===== config.mk =====
export PLATFORM = sky130hd
export DESIGN_NAME = int_gen
export DESIGN_NICKNAME = d
export VERILOG_FILES = /design/src/rtl/int_gen.sv
export SDC_FILE = /design/constraint.sdc
export NUM_CORES = 1
export LEC_CHECK = 0
export ABC_AREA = 1
export CAP_MARGIN = 20
export CORE_MARGIN = 2
export CORE_UTILIZATION = 43
export DETAILED_ROUTE_END_ITERATION = 10
export MAX_ROUTING_LAYER = met4
export PLACE_DENSITY = 0.84
export SYNTH_ARGS = -nofsm -noshare
export SYNTH_HDL_FRONTEND = slang
export SYNTH_SLANG_ARGS = --single-unit

===== constraint.sdc =====
create_clock -name clk -period 2.2 [get_ports clk]
set_input_delay 0.44 -clock clk [delete_from_list [all_inputs] [get_ports clk]]
set_output_delay 0.44 -clock clk [all_outputs]
set_load 0.03 [all_outputs]

===== src/rtl/int_gen.sv =====
// Periodic / PC-match interrupt generator with pending-event counting,
// acknowledge via memory-mapped write, and a post-acknowledge holdoff window.
module int_gen #(
  parameter logic [31:0] INT_ADDR = 32'h0000_7F20,
  parameter int          PERIOD   = 200,
  parameter int          HOLDOFF  = 4
) (
  input  logic        clk,
  input  logic        reset,
  input  logic        en,
  input  logic [1:0]  mode,
  input  logic [31:0] trig_pc,
  input  logic [31:0] macroscopic_pc,
  input  logic [31:0] m_int_addr,
  input  logic [3:0]  m_int_byteen,
  output logic        interrupt,
  output logic [2:0]  pend_cnt,
  output logic [15:0] ack_cnt,
  output logic        overflow
);

  localparam logic [15:0] PER_RELOAD = 16'(PERIOD - 1);
  localparam logic [3:0]  HOLD_LAST  = 4'(HOLDOFF - 1);

  typedef enum logic [1:0] {IDLE, ASSERT, HOLD} state_t;

  state_t      r_state;
  logic [15:0] r_per_cnt;
  logic        r_match;
  logic [3:0]  r_hold;
  logic [2:0]  r_pend;
  logic [15:0] r_ack;
  logic        r_ovf;
  logic        r_int;

  logic w_per_run;
  logic w_per_evt;
  logic w_pc_eq;
  logic w_pc_evt;
  logic w_evt;
  logic w_ack;

  assign w_per_run = en & mode[0];
  assign w_per_evt = w_per_run & (r_per_cnt == 16'd0);
  assign w_pc_eq   = (macroscopic_pc == trig_pc);
  // Only the first cycle of a match fires, so a stalled PC yields one event.
  assign w_pc_evt  = en & mode[1] & w_pc_eq & ~r_match;
  assign w_evt     = w_per_evt | w_pc_evt;
  assign w_ack     = (r_state == ASSERT) & (m_int_addr == INT_ADDR) & (|m_int_byteen);

  always_ff @(posedge clk or negedge reset) begin
    if (!reset) begin
      r_per_cnt <= PER_RELOAD;
      r_match   <= 1'b0;
    end else begin
      r_match <= w_pc_eq;
      if (!w_per_run || r_per_cnt == 16'd0) r_per_cnt <= PER_RELOAD;
      else                                  r_per_cnt <= r_per_cnt - 16'd1;
    end
  end

  // Event and acknowledge on the same edge cancel out.
  always_ff @(posedge clk or negedge reset) begin
    if (!reset) begin
      r_pend <= 3'd0;
      r_ovf  <= 1'b0;
    end else if (w_evt && !w_ack) begin
      if (r_pend == 3'd7) r_ovf  <= 1'b1;
      else                r_pend <= r_pend + 3'd1;
    end else if (w_ack && !w_evt) begin
      r_pend <= r_pend - 3'd1;
    end
  end

  always_ff @(posedge clk or negedge reset) begin
    if (!reset) begin
      r_state <= IDLE;
      r_int   <= 1'b0;
      r_hold  <= 4'd0;
      r_ack   <= 16'd0;
    end else begin
      case (r_state)
        IDLE: begin
          if (r_pend != 3'd0) begin
            r_state <= ASSERT;
            r_int   <= 1'b1;
          end
        end
        ASSERT: begin
          if (w_ack) begin
            r_state <= HOLD;
            r_int   <= 1'b0;
            r_hold  <= 4'd0;
            r_ack   <= r_ack + 16'd1;
          end
        end
        HOLD: begin
          if (r_hold == HOLD_LAST) begin
            r_state <= IDLE;
            r_hold  <= 4'd0;
          end else begin
            r_hold <= r_hold + 4'd1;
          end
        end
        default: begin
          r_state <= IDLE;
          r_int   <= 1'b0;
        end
      endcase
    end
  end

  assign interrupt = r_int;
  assign pend_cnt  = r_pend;
  assign ack_cnt   = r_ack;
  assign overflow  = r_ovf;

endmodule

After elaboration in Yosys (flattened, before gate mapping) --
Cells that the tools add are included.
Cells by class: $add $sub $neg 5, equality and inequality tests 10, mux-type cells 14, bitwise logic cells 10, reduce and logical (&&, ||, !) cells 18
Operators with widths (count):
- $eq 32x15->1 const B | 1
- $eq 32x32->1 | 1
- $add 16x1->16 const B | 1
- $logic_not 16->1 | 1
- $mux 16 | 1
- $sub 16x1->16 const B | 1
- $mux 3 | 3
- $mux 4 | 2
- $ne 2x2->1 const B | 4
- $pmux 4 s2 | 1
- $reduce_and 2->1 | 4
- $and 1x1->1 | 7
- $mux 2 | 3
- $pmux 2 s3 | 1
- $reduce_and 3->1 | 2
- $add 4x1->4 const B | 1
- $eq 4x2->1 const B | 1
- $reduce_bool 2->1 | 2
- $reduce_or 4->1 | 1
- $add 3x1->3 const B | 1
- $eq 3x3->1 const B | 1
- $logic_not 1->1 | 3
- $pmux 1 s3 | 1
- $reduce_bool 3->1 | 1
- other kinds (9) | 12
Word-level totals: flip-flop bits (word level) 44, input port bits 105, output and inout port bits 21, logic and storage cells 65

Longest topological paths before layout --
word-level depth 8, mapped depth 17, mapped depth without buffers 17

Worst setup path before layout --
OpenSTA, ideal clock, no wires.
path kind input -> register, start point in m_int_addr[29], end point reg r_pend[1] (netlist: pend_cnt[1]), library setup time 0.118 ns, data arrival time 1.816 ns, data required time 2.082 ns, path slack 0.266 ns, stages on the path 7, buffers on the path 0, cell sequence nor4_1 > nand3_1 > or2_2 > nand2_1 > fa_1 > a21oi_1 > nor2_1
Between the ends: longest elaborated chain between the ends 7, elaborated cells on any way between the ends 10, classes of those cells 2 x eq/ne; 1 x mux; 2 x bitwise; 5 x reduce/logical
Ends and longest elaborated chain:
- start, declared | RTL line 14 | input logic [31:0] m_int_addr,
- $eq 32x15->1 * | RTL line 49 | assign w_ack = (r_state == ASSERT) & (m_int_addr == INT_ADDR) & (|m_int_byteen);
- $and 1x1->1 * (2 in a row) | RTL line 49
- $logic_not 1->1 | RTL line 67 | end else if (w_evt && !w_ack) begin
- $logic_and 1x1->1 | RTL line 67
- $ne 2x2->1 (no line) / $reduce_bool 2->1 (equally long branches)
- $reduce_and 2->1 (no line)
- end signal, assigned | RTL line 69 | else r_pend <= r_pend + 3'd1;
- end signal, assigned | RTL line 71 | r_pend <= r_pend - 3'd1;
- end, declared | RTL line 31 | logic [2:0] r_pend;
Mark *: on every way between the ends. The rest lies on a longest branch, timed or not. A chain may end at the register's enable or synchronous reset.

Worst setup path in the final report --
start point in m_int_addr[18], end point reg r_pend[1] (netlist: pend_cnt[1])
The elaborated chain is that of the path after synthesis.

==> impl_metrics.json <==
{
  "fp.dieH_um": 87.5,
  "cts.sinks": 44,
  "min_period_ps": 2050,
  "path_buf_inv": 1,
  "cts_tree": "built",
  "dp_cells": 647,
  "seq_area_um2": 1110,
  "cpPeakStageDelay_ps": 440,
  "hold_path_class": "in -> async",
  "synthArstFlopShare": 1.00,
  "die_width_um": 87.5,
  "final_common_cell": "nand2_1",
  "die-area_um2": 7660,
  "ant_nets": 0,
  "setup_violations": 0,
  "fmax_mhz": 487,
  "fill_cells": 502,
  "area_growth_pct": 62.4,
  "critPathMaxFanout": 2,
  "path_delay_family": "simple AND/OR/NAND/NOR gates",
  "fin_area_um2": 4870,
  "whs_ps": 101,
  "worst_pin_slew_ps": 501,
  "hpwl_um": 6450,
  "vias_per_cell": 4.96,
  "grt_pass1_vias": 3243,
  "rows": 30,
  "critPathSlowestCell": "fa_2",
  "clock_skew_ps": 9.92,
  "ctsHoldBuffers": 0,
  "post-place-ws_ps": -363,
  "maxSlewViolCount": 0,
  "layout_common_cells": "nand2_1 (113), dlymetal6s2s_1 (66), inv_1 (61)",
  "ir_drop_mv": 0.230,
  "rsz0062_at_grt": "yes",
  "grt_antenna_before_repair": 2,
  "gr-total-overflow": 0,
  "crit_path_start_kind": "input port",
  "drive_gt1_frac": 0.131,
  "dr.pass1.iters": 4,
  "clkTransAtPathRegs_ps": 80,
  "setup_ws_ps": 145,
  "worst_ep_required_time_ps": 2400,
  "totalWireLength_um": 8280,
  "dpl_cell_area_um2": 4520,
  "io_buffers": 125,
  "p_int_mw": 1.25,
  "grt_max_degree": 24,
  "p_sw_frac": 0.240,
  "pwr-share-clk": 0.300,
  "place_congestion": 0.860,
  "total_power_mw": 1.64,
  "power.density_nw_per_um2": 336,
  "maxCapViolCount": 0,
  "ios": 126,
  "synth_area_leaders": "dfrtp_1 (33%), nand2_1 (15%), xnor2_1 (8.8%), inv_1 (7.8%), nor2_1 (7.1%)",
  "h-tree-depth": 2,
  "clockRootBuffer": "clkbuf_8",
  "yosys_warnings": 0,
  "netlist_instances": 420,
  "fin_cells": 660,
  "synth_edf_count": 0,
  "netSwitchingPower_mw": 0.393,
  "syn_nets": 530,
  "yosysTopAreaCell": "dfrtp_1",
  "synthDominantCellAreaShare": 0.325,
  "start_util": 0.444,
  "track_usage": 0.211,
  "pwr-share-seq": 0.496,
  "synthFlopType": "dfrtp_1",
  "hold_viol_final": 0,
  "status": "completed",
  "endpoint_kind": "register",
  "fin_nets": 687,
  "yosysSeqAreaShare": 0.369,
  "multi_input_area_um2": 1730,
  "ys_seq_elements": 44,
  "cts_buffers": 5,
  "maxSlewHeadroom": 0.666,
  "p_leak_nw": 2.84,
  "synth_area_um2": 3000,
  "avgSynthCellArea_um2": 7.14,
  "num_vias": 3276,
  "drt_iter0_drc": 119,
  "post-route-util": 0.721,
  "period_share": 0.934,
  "clock_latency_ps": 300,
  "core_area_um2": 6760,
  "cp_data_arrival_time_ps": 2250,
  "grt_pass1_wl_um": 12800,
  "path_cells": "clkdlybuf4s50_1, nor4_2, nand4_1, or2_4, nand2_2, fa_2, a21oi_2, nor2_1",
  "critical_path_class": "in -> reg",
  "drc": 0,
  "wire_per_inst_um": 12.5,
  "tns_ps": 0,
  "clockBufferDepth": 2,
  "p_comb_frac": 0.204,
  "ys_types": 29
}
## metal layers
metal / global-route usage / vias up / share of wire
met2: 0.393 / 109 / 0.54
met1: 0.218 / 1524 / 0.38
met5: - / - / 0
li1: - / 1618 / -
met3: 0.0481 / 25 / 0.052
met4: 0.0699 / 0 / 0.031
## cell families after synthesis
group	share of synthesized area
AO/OA/AOI/OAI	0.0334
XOR/XNOR	0.128
adder cells (fa/ha/maj)	0.0234
buffers and inverters	0.0788
flip-flops	0.369
AND/OR/NAND/NOR	0.367
## path summary, 6_finish.rpt
check                               start  slack [ps]           end  cells past startpoint
setup / recovery           m_int_addr[18]         150   pend_cnt[1]                      8
hold / removal                      reset         100    ack_cnt[4]                      1
setup reg to reg             r_per_cnt[8]         190   pend_cnt[2]                     15
hold reg to reg              r_per_cnt[0]         460  r_per_cnt[0]                      1
max in group asynchronous           reset        1530  r_per_cnt[1]                      2
min in group clk             r_per_cnt[0]         460  r_per_cnt[0]                      1
## repair_timing
item                                    CTS  global route
endpoints found under the setup margin    2             2
pin swaps                                 1            44
setup buffers                             0             3
gates resized for setup                   4            83
## area by class of cell
class,instances,area share
multi-input cells,313,0.355
clock buffers,7,0.0157
inverters,63,0.0485
clock inverters,1,0.00180
flip-flops and latches,44,0.227
repair buffers,150,0.331
well taps,80,0.0205
diodes,2,0.00103
## synth_stat cells (4+ instances only)
library cell and count:
a21oi_1 7, dfrtp_1 39, dfstp_2 5, ha_1 4, inv_1 62, nand2_1 118
nand2_2 4, nand3_1 23, nand4_1 7, nor2_1 57, nor2_2 7, nor3_1 10
nor4_1 7, o21ai_0 9, xnor2_1 30, xor2_1 14
## worst register-to-register path, cell delays in order, from the launching register on
cell and delay [ps]:
dfrtp_1 430, nor2_2 160, inv_1 80, nor2_2 100, inv_1 80, nor2_1 110
nand3_1 110, nand2_2 90, nand2_2 70, fa_2 370, inv_2 60, nand2_2 50
nand2_2 50, nand2_1 60, nand2_1 60, nand2_1 50
## state kept, by name (all words and copies together) (netlist names)
| name | flops |
|---|---|
| r_state | 2 |
| interrupt | 1 |
| r_match | 1 |
| r_hold | 4 |
| pend_cnt | 3 |
| overflow | 1 |
| ack_cnt | 16 |
| r_per_cnt | 16 |
## power by group through the flow
stage | Sequential, mW | Combinational [mW] | Clock, mW
4_1_cts | 0.813 | 0.341 | 0.510
3_3_place_gp | 0.828 | 0.329 | 0
5_1_grt | 0.813 | 0.366 | 0.543
6_report | 0.813 | 0.334 | 0.492
3_5_place_dp | 0.828 | 0.340 | 0
2_1_floorplan | 0.829 | 0.0943 | 0
Note: power is estimated with default switching activity, not from simulation.
